**config.mk**
```make
export PLATFORM = sky130hd
export DESIGN_NAME = sand_step_engine
export DESIGN_NICKNAME = d
export VERILOG_FILES = /design/src/rtl/sand_step_engine.sv
export SDC_FILE = /design/constraint.sdc
export NUM_CORES = 1
export LEC_CHECK = 0
export CAP_MARGIN = 25
export CORE_UTILIZATION = 23
export DETAILED_ROUTE_END_ITERATION = 8
export GPL_TIMING_DRIVEN = 1
export PLACE_DENSITY_LB_ADDON = 0.2
export SYNTH_ARGS = -nofsm -noshare
export SYNTH_HDL_FRONTEND = slang
export SYNTH_SLANG_ARGS = --single-unit
```
**constraint.sdc**
```tcl
create_clock -name clock -period 4.2 [get_ports clock]
set_clock_uncertainty 0.1 [all_clocks]
set_input_delay 0.42 -clock clock [delete_from_list [all_inputs] [get_ports clock]]
set_output_delay 0.42 -clock clock [all_outputs]
set_load 0.03 [all_outputs]
```
**src/rtl/sand_step_engine.sv**
```systemverilog
// sand_step_engine: Avalon-MM master that runs one falling-sand physics step
// over a GRID_W x GRID_H byte-per-cell scene held in external memory.
//
// Ports:
//   clock, reset           system clock, synchronous active-high reset
//   start                  one-cycle frame request, ignored while busy
//   busy                   high from the cycle after an accepted start until done
//   done                   one-cycle pulse at the end of a frame
//   frame_parity           sweep direction (0 = x ascending, 1 = x descending)
//   address/read/write     Avalon master command
//   waitrequest            Avalon stall
//   readdata/writedata     Avalon data
//
// Cell word: bits [1:0] type (0 EMPTY, 1 SAND, 2 WATER, 3 WALL), upper bits
// are payload that travels with the particle.
module sand_step_engine #(
  parameter int unsigned GRID_W    = 160,
  parameter int unsigned GRID_H    = 120,
  parameter int unsigned ADDR_W    = 23,
  parameter int unsigned CELL_W    = 8,
  parameter int unsigned BASE_ADDR = 0
) (
  input  logic              clock,
  input  logic              reset,
  input  logic              start,
  output logic              busy,
  output logic              done,
  output logic              frame_parity,
  output logic [ADDR_W-1:0] address,
  output logic              read,
  output logic              write,
  input  logic              waitrequest,
  input  logic [CELL_W-1:0] readdata,
  output logic [CELL_W-1:0] writedata
);

  localparam int unsigned X_W = (GRID_W > 2) ? $clog2(GRID_W) : 1;
  localparam int unsigned Y_W = (GRID_H > 2) ? $clog2(GRID_H) : 1;

  localparam logic [X_W-1:0]    X_LAST        = X_W'(GRID_W - 1);
  localparam logic [Y_W-1:0]    Y_FIRST       = Y_W'(GRID_H - 2);
  localparam logic [ADDR_W-1:0] ROW_STEP      = ADDR_W'(GRID_W);
  localparam logic [ADDR_W-1:0] ROW_BASE_INIT = ADDR_W'(BASE_ADDR + (GRID_H - 2) * GRID_W);

  localparam logic [1:0] T_EMPTY = 2'd0;
  localparam logic [1:0] T_SAND  = 2'd1;
  localparam logic [1:0] T_WATER = 2'd2;

  typedef enum logic [3:0] {
    S_IDLE,
    S_RD_SELF,
    S_RD_DOWN,
    S_RD_DIAG_T,
    S_RD_DIAG_L,
    S_RD_SIDE_T,
    S_WR_DST,
    S_WR_SRC,
    S_NEXT,
    S_DONE
  } state_t;

  state_t              r_state;
  logic [X_W-1:0]      r_x;
  logic [Y_W-1:0]      r_y;
  logic [ADDR_W-1:0]   r_row_base;
  logic [CELL_W-1:0]   r_src;
  logic                r_parity;
  logic                r_busy;
  logic                r_done;
  logic [ADDR_W-1:0]   r_address;
  logic                r_read;
  logic                r_write;
  logic [CELL_W-1:0]   r_writedata;

  logic [X_W-1:0]      w_x_trail;
  logic [X_W-1:0]      w_x_lead;
  logic [X_W-1:0]      w_x_row_start;
  logic                w_row_end;
  logic                w_trail_ok;
  logic                w_lead_ok;
  logic [ADDR_W-1:0]   w_addr_self;
  logic [ADDR_W-1:0]   w_addr_down;
  logic [ADDR_W-1:0]   w_addr_diag_t;
  logic [ADDR_W-1:0]   w_addr_diag_l;
  logic [ADDR_W-1:0]   w_addr_side_t;
  logic                w_rd_empty;
  logic                w_src_moves;
  logic                w_src_water;

  // Trailing side is the already-visited side; leading is the sweep direction.
  assign w_x_trail     = r_parity ? r_x + X_W'(1) : r_x - X_W'(1);
  assign w_x_lead      = r_parity ? r_x - X_W'(1) : r_x + X_W'(1);
  assign w_x_row_start = r_parity ? X_LAST : '0;
  assign w_row_end     = r_parity ? (r_x == '0) : (r_x == X_LAST);
  assign w_trail_ok    = r_parity ? (r_x != X_LAST) : (r_x != '0);
  assign w_lead_ok     = r_parity ? (r_x != '0) : (r_x != X_LAST);

  // Addresses come from the running row base; no multiplier needed.
  assign w_addr_self   = r_row_base + ADDR_W'(r_x);
  assign w_addr_down   = r_row_base + ROW_STEP + ADDR_W'(r_x);
  assign w_addr_diag_t = r_row_base + ROW_STEP + ADDR_W'(w_x_trail);
  assign w_addr_diag_l = r_row_base + ROW_STEP + ADDR_W'(w_x_lead);
  assign w_addr_side_t = r_row_base + ADDR_W'(w_x_trail);

  assign w_rd_empty    = (readdata[1:0] == T_EMPTY);
  assign w_src_moves   = (readdata[1:0] == T_SAND) || (readdata[1:0] == T_WATER);
  assign w_src_water   = (r_src[1:0] == T_WATER);

  // Sweep FSM. Each access state raises read/write once and holds the command
  // until waitrequest is low; after a winning read, r_address already holds
  // the destination, so WR_DST reuses it unchanged.
  always_ff @(posedge clock) begin
    if (reset) begin
      r_state     <= S_IDLE;
      r_x         <= '0;
      r_y         <= '0;
      r_row_base  <= '0;
      r_src       <= '0;
      r_parity    <= 1'b0;
      r_busy      <= 1'b0;
      r_done      <= 1'b0;
      r_address   <= '0;
      r_read      <= 1'b0;
      r_write     <= 1'b0;
      r_writedata <= '0;
    end else begin
      r_done <= 1'b0;
      case (r_state)
        S_IDLE: begin
          if (start) begin
            r_busy     <= 1'b1;
            r_x        <= w_x_row_start;
            r_y        <= Y_FIRST;
            r_row_base <= ROW_BASE_INIT;
            r_state    <= S_RD_SELF;
          end
        end

        S_RD_SELF: begin
          if (!r_read) begin
            r_read    <= 1'b1;
            r_address <= w_addr_self;
          end else if (!waitrequest) begin
            r_read  <= 1'b0;
            r_src   <= readdata;
            r_state <= w_src_moves ? S_RD_DOWN : S_NEXT;
          end
        end

        S_RD_DOWN: begin
          if (!r_read) begin
            r_read    <= 1'b1;
            r_address <= w_addr_down;
          end else if (!waitrequest) begin
            r_read  <= 1'b0;
            r_state <= w_rd_empty ? S_WR_DST : S_RD_DIAG_T;
          end
        end

        S_RD_DIAG_T: begin
          if (!w_trail_ok) begin
            r_state <= S_RD_DIAG_L;
          end else if (!r_read) begin
            r_read    <= 1'b1;
            r_address <= w_addr_diag_t;
          end else if (!waitrequest) begin
            r_read  <= 1'b0;
            r_state <= w_rd_empty ? S_WR_DST : S_RD_DIAG_L;
          end
        end

        S_RD_DIAG_L: begin
          if (!w_lead_ok) begin
            r_state <= w_src_water ? S_RD_SIDE_T : S_NEXT;
          end else if (!r_read) begin
            r_read    <= 1'b1;
            r_address <= w_addr_diag_l;
          end else if (!waitrequest) begin
            r_read <= 1'b0;
            if (w_rd_empty)       r_state <= S_WR_DST;
            else if (w_src_water) r_state <= S_RD_SIDE_T;
            else                  r_state <= S_NEXT;
          end
        end

        S_RD_SIDE_T: begin
          if (!w_trail_ok) begin
            r_state <= S_NEXT;
          end else if (!r_read) begin
            r_read    <= 1'b1;
            r_address <= w_addr_side_t;
          end else if (!waitrequest) begin
            r_read  <= 1'b0;
            r_state <= w_rd_empty ? S_WR_DST : S_NEXT;
          end
        end

        S_WR_DST: begin
          if (!r_write) begin
            r_write     <= 1'b1;
            r_writedata <= r_src;
          end else if (!waitrequest) begin
            r_write <= 1'b0;
            r_state <= S_WR_SRC;
          end
        end

        S_WR_SRC: begin
          if (!r_write) begin
            r_write     <= 1'b1;
            r_address   <= w_addr_self;
            r_writedata <= '0;
          end else if (!waitrequest) begin
            r_write <= 1'b0;
            r_state <= S_NEXT;
          end
        end

        S_NEXT: begin
          if (w_row_end) begin
            if (r_y == '0) begin
              r_state <= S_DONE;
            end else begin
              r_y        <= r_y - Y_W'(1);
              r_row_base <= r_row_base - ROW_STEP;
              r_x        <= w_x_row_start;
              r_state    <= S_RD_SELF;
            end
          end else begin
            r_x     <= w_x_lead;
            r_state <= S_RD_SELF;
          end
        end

        S_DONE: begin
          r_done   <= 1'b1;
          r_parity <= ~r_parity;
          r_busy   <= 1'b0;
          r_state  <= S_IDLE;
        end

        default: r_state <= S_IDLE;
      endcase
    end
  end

  assign busy         = r_busy;
  assign done         = r_done;
  assign frame_parity = r_parity;
  assign address      = r_address;
  assign read         = r_read;
  assign write        = r_write;
  assign writedata    = r_writedata;

endmodule

```
==> summary.txt <==
STA
  – FMAX: 267 MHz
  – Fin crit share: 89.3%
  – Final Max Slew Viols: 0
  – Worst Max-Slew Pin Slew: 810 ps
  – Hold Worst Slack: 355 ps
  – Tmin final: 3750 ps
  – RSZ-0062 raised after global routing: false
  – Max-Slew Margin vs Limit: 45.5%
  – Final setup margin: ~450 ps
  – Setup Viol. Count Final: 0
  – Final setup TNS: 0 ps
  – Fin. Hold Viols: 0

Final layout
  – Most common cell after layout, fill and taps aside: nor2_1
  – Most frequent cells in the layout: nor2_1 (118), dfxtp_1 (80), xnor2_1 (70)
  – Final design utilization: 28.0%
  – Final net count: 920
  – # diodes: 0
  – Non-Filler Instances: 1267
  – Area Growth Syn to Fin: 19.2%
  – Share of layout cells above drive strength 1: 8.49%
  – Design Area, Final: 7600 um^2

Global route
  – Initial antenna violation count: 0
  – Vias in the first global route: 5978
  – Largest net degree at the start of global routing: 39
  – All-Layer GR Usage: 14.4%
  – Total gr overflow: 0
  – First-pass GRT wire length: 32800 um

Drt
  – Final wirelength: 19800 um
  – DRC viols: 0
  – Vias: 6169
  – TritonRoute pass-1 iters: 5
  – Detailed Route Iter0 Violations: 436
  – WL/cell: 15.6 um
  – Routed vias/inst: 4.87
  – Antenna viol nets, final: 0

Critical path
  – Setup crit end kind: flip-flop
  – CP Launch Type: flip-flop
  – Kind of critical path: reg -> reg
  – Arr. time, crit path: 3870 ps
  – Worst-path maximum fanout: 7
  – Crit path required time: around 4300 ps

Logic synthesis
  – Mapped Area: 6370 um^2
  – Ys Warns: 0
  – Register area share after synthesis: 25.4%
  – Netlist cell types: 73
  – Async SR Flop Fraction: 0%
  – Post-synth EDFFs: 0
  – Gate Count Post-Synth: 861
  – Synth area leaders: dfxtp_1 (25%), xnor2_1 (9.6%), nor2_1 (6.9%), a21oi_1 (4.7%), xor2_1 (4.0%)
  – Synth Flop Type: dfxtp_1
  – #FFs+latches synth: 81
  – Avg Cell Area, Syn: 7.40 um^2
  – Synthesized Nets: 891
  – Post-synth top area cell: dfxtp_1
  – Top-area cell type share of the netlist area: 25.4%

Floorplan
  – # rows: 60
  – DIE AREA: 28400 um^2
  – Total core area: 27100 um^2
  – Chip width: between 150 and 200 um
  – Starting density of the core: 23.5%
  – Die height: 168 um
  – # IOs: 48

Placed design
  – Port Buffers: 47
  – Placement Setup Slack: 403 ps
  – Dpl cells: 1251
  – Post-place instance area: between 7000 and 8000 um^2
  – RePlAce Congestion: 0.821
  – Dpl hpwl: around 15000 um

Pwr
  – Final Power: roughly 4.6 mW
  – Peak VDD IR: 0.177 mV
  – PwrDens: approximately 610 nW/um^2
  – Leakage: ~2.6 nW

CTS
  – CTS resizes: 0
  – Num CTS Buffers: 9
  – CTS clock-pin slew for the worst setup and hold paths: ~90 ps
  – CTS tree: yes
  – # clock sinks: 81
  – Clock Latency Late Sink: 360 ps
  – Hold Buf Count CTS: 0
  – Clk buf depth: 2
  – H-tree depth: 3
  – Root Buffer Master: clkbuf_16
  – Post-CTS Setup Inserts: 0

Flow run
  – Max_cap viols: 0

Run status
  – Status: finished clean

Min path
  – HP Class: reg -> reg
## worst max-delay path: stages, from the launching register on
cell and delay, ps:
dfxtp_1 400, nor3_2 310, nand3_1 200, mux2_2 330
nor2_1 120, xor2_1 170, ha_1 200, a21o_1 150
a21oi_1 110, a2111oi_2 340, buf_4 190, and4bb_2 310
nand4_1 170, xnor2_1 170, a221oi_1 230, a211oi_1 110
## cell families after synthesis
logic type	synth area share (%)
AO/OA/AOI/OAI	21.6
XOR/XNOR	13.6
adder cells (fa/ha/maj)	3.53
buffers and inverters	5.61
flip-flops	25.4
multiplexers	2.06
other	0.0588
AND/OR/NAND/NOR	28.0
## metal layers
layer  vias to the layer above  share of wire (%)  global-route usage, %
met5                         -                  0                      0
met2                       132                 44                   22.4
met3                        21                2.5                   1.19
met4                         0                1.6                   4.90
met1                      2884                 52                   20.8
li1                       3132                  -                      -
## path summary, 6_finish.rpt
path | start | end | slack (ps) | cells past startpoint
worst min-delay path | writedata[7]$_SDFFE_PP0P_ | writedata[7]$_SDFFE_PP0P_ | 350 | 2
worst max-delay path | r_x[4]$_SDFFE_PP0P_ | address[22]$_SDFFE_PP0P_ | 450 | 15
worst max register to register | r_x[4]$_SDFFE_PP0P_ | address[22]$_SDFFE_PP0P_ | 450 | 15
worst min register to register | writedata[7]$_SDFFE_PP0P_ | writedata[7]$_SDFFE_PP0P_ | 350 | 2
## where the power goes
part | internal (mW) | total (mW) | switching [mW]
clock | 0.427 | 0.843 | 0.415
combinational | 1.05 | 2.59 | 1.54
sequential | 0.960 | 1.21 | 0.248
total | 2.43 | 4.64 | 2.21
## registers in the layout (all words and copies together), names as in the netlist
name / cells
r_x: 8
address: 23
busy: 1
r_src: 8
writedata: 8
frame_parity: 1
r_row_base: 18
r_y: 7
read: 1
done: 1
r_state: 4
write: 1
## cell type report
class | instances | area [um^2]
Timing Repair Buffer | 81 | 721
Clock buffer | 9 | 225
Multi-Input combinational cell | 695 | 4400
Fill cell | 2958 | 19500
Clock inverter | 7 | 78.8
Tap cell | 372 | 465
Inverter | 22 | 82.6
Sequential cell | 81 | 1620
## cell usage after synthesis, drive strengths merged (3+ instances only)
| cell type | count |
|---|---|
| and2 | 4 |
| and4 | 4 |
| or4 | 3 |
| xor2 | 29 |
| clkbuf | 37 |
| nand3 | 40 |
| a32oi | 3 |
| nor3b | 3 |
| a311oi | 5 |
| o211ai | 6 |
| nand2b | 15 |
| inv | 22 |
| a22oi | 5 |
| nand3b | 4 |
| nor4 | 17 |
| a221oi | 11 |
| nor2b | 9 |
| nor3 | 29 |
| o22ai | 9 |
| xnor2 | 70 |
| and3 | 4 |
| mux2i | 12 |
| o31ai | 4 |
| and3b | 3 |
| o21a | 4 |
| buf | 26 |
| nor2 | 118 |
| dfxtp | 81 |
| a21o | 5 |
| or3 | 12 |
| a21oi | 60 |
| nand2 | 66 |
| o21ai | 38 |
| a211oi | 19 |
| a31oi | 10 |
| nand4 | 14 |
| ha | 18 |
| or2 | 7 |
| o32ai | 3 |
| o21bai | 4 |
No activity file was read; power rests on OpenSTA's default activity.
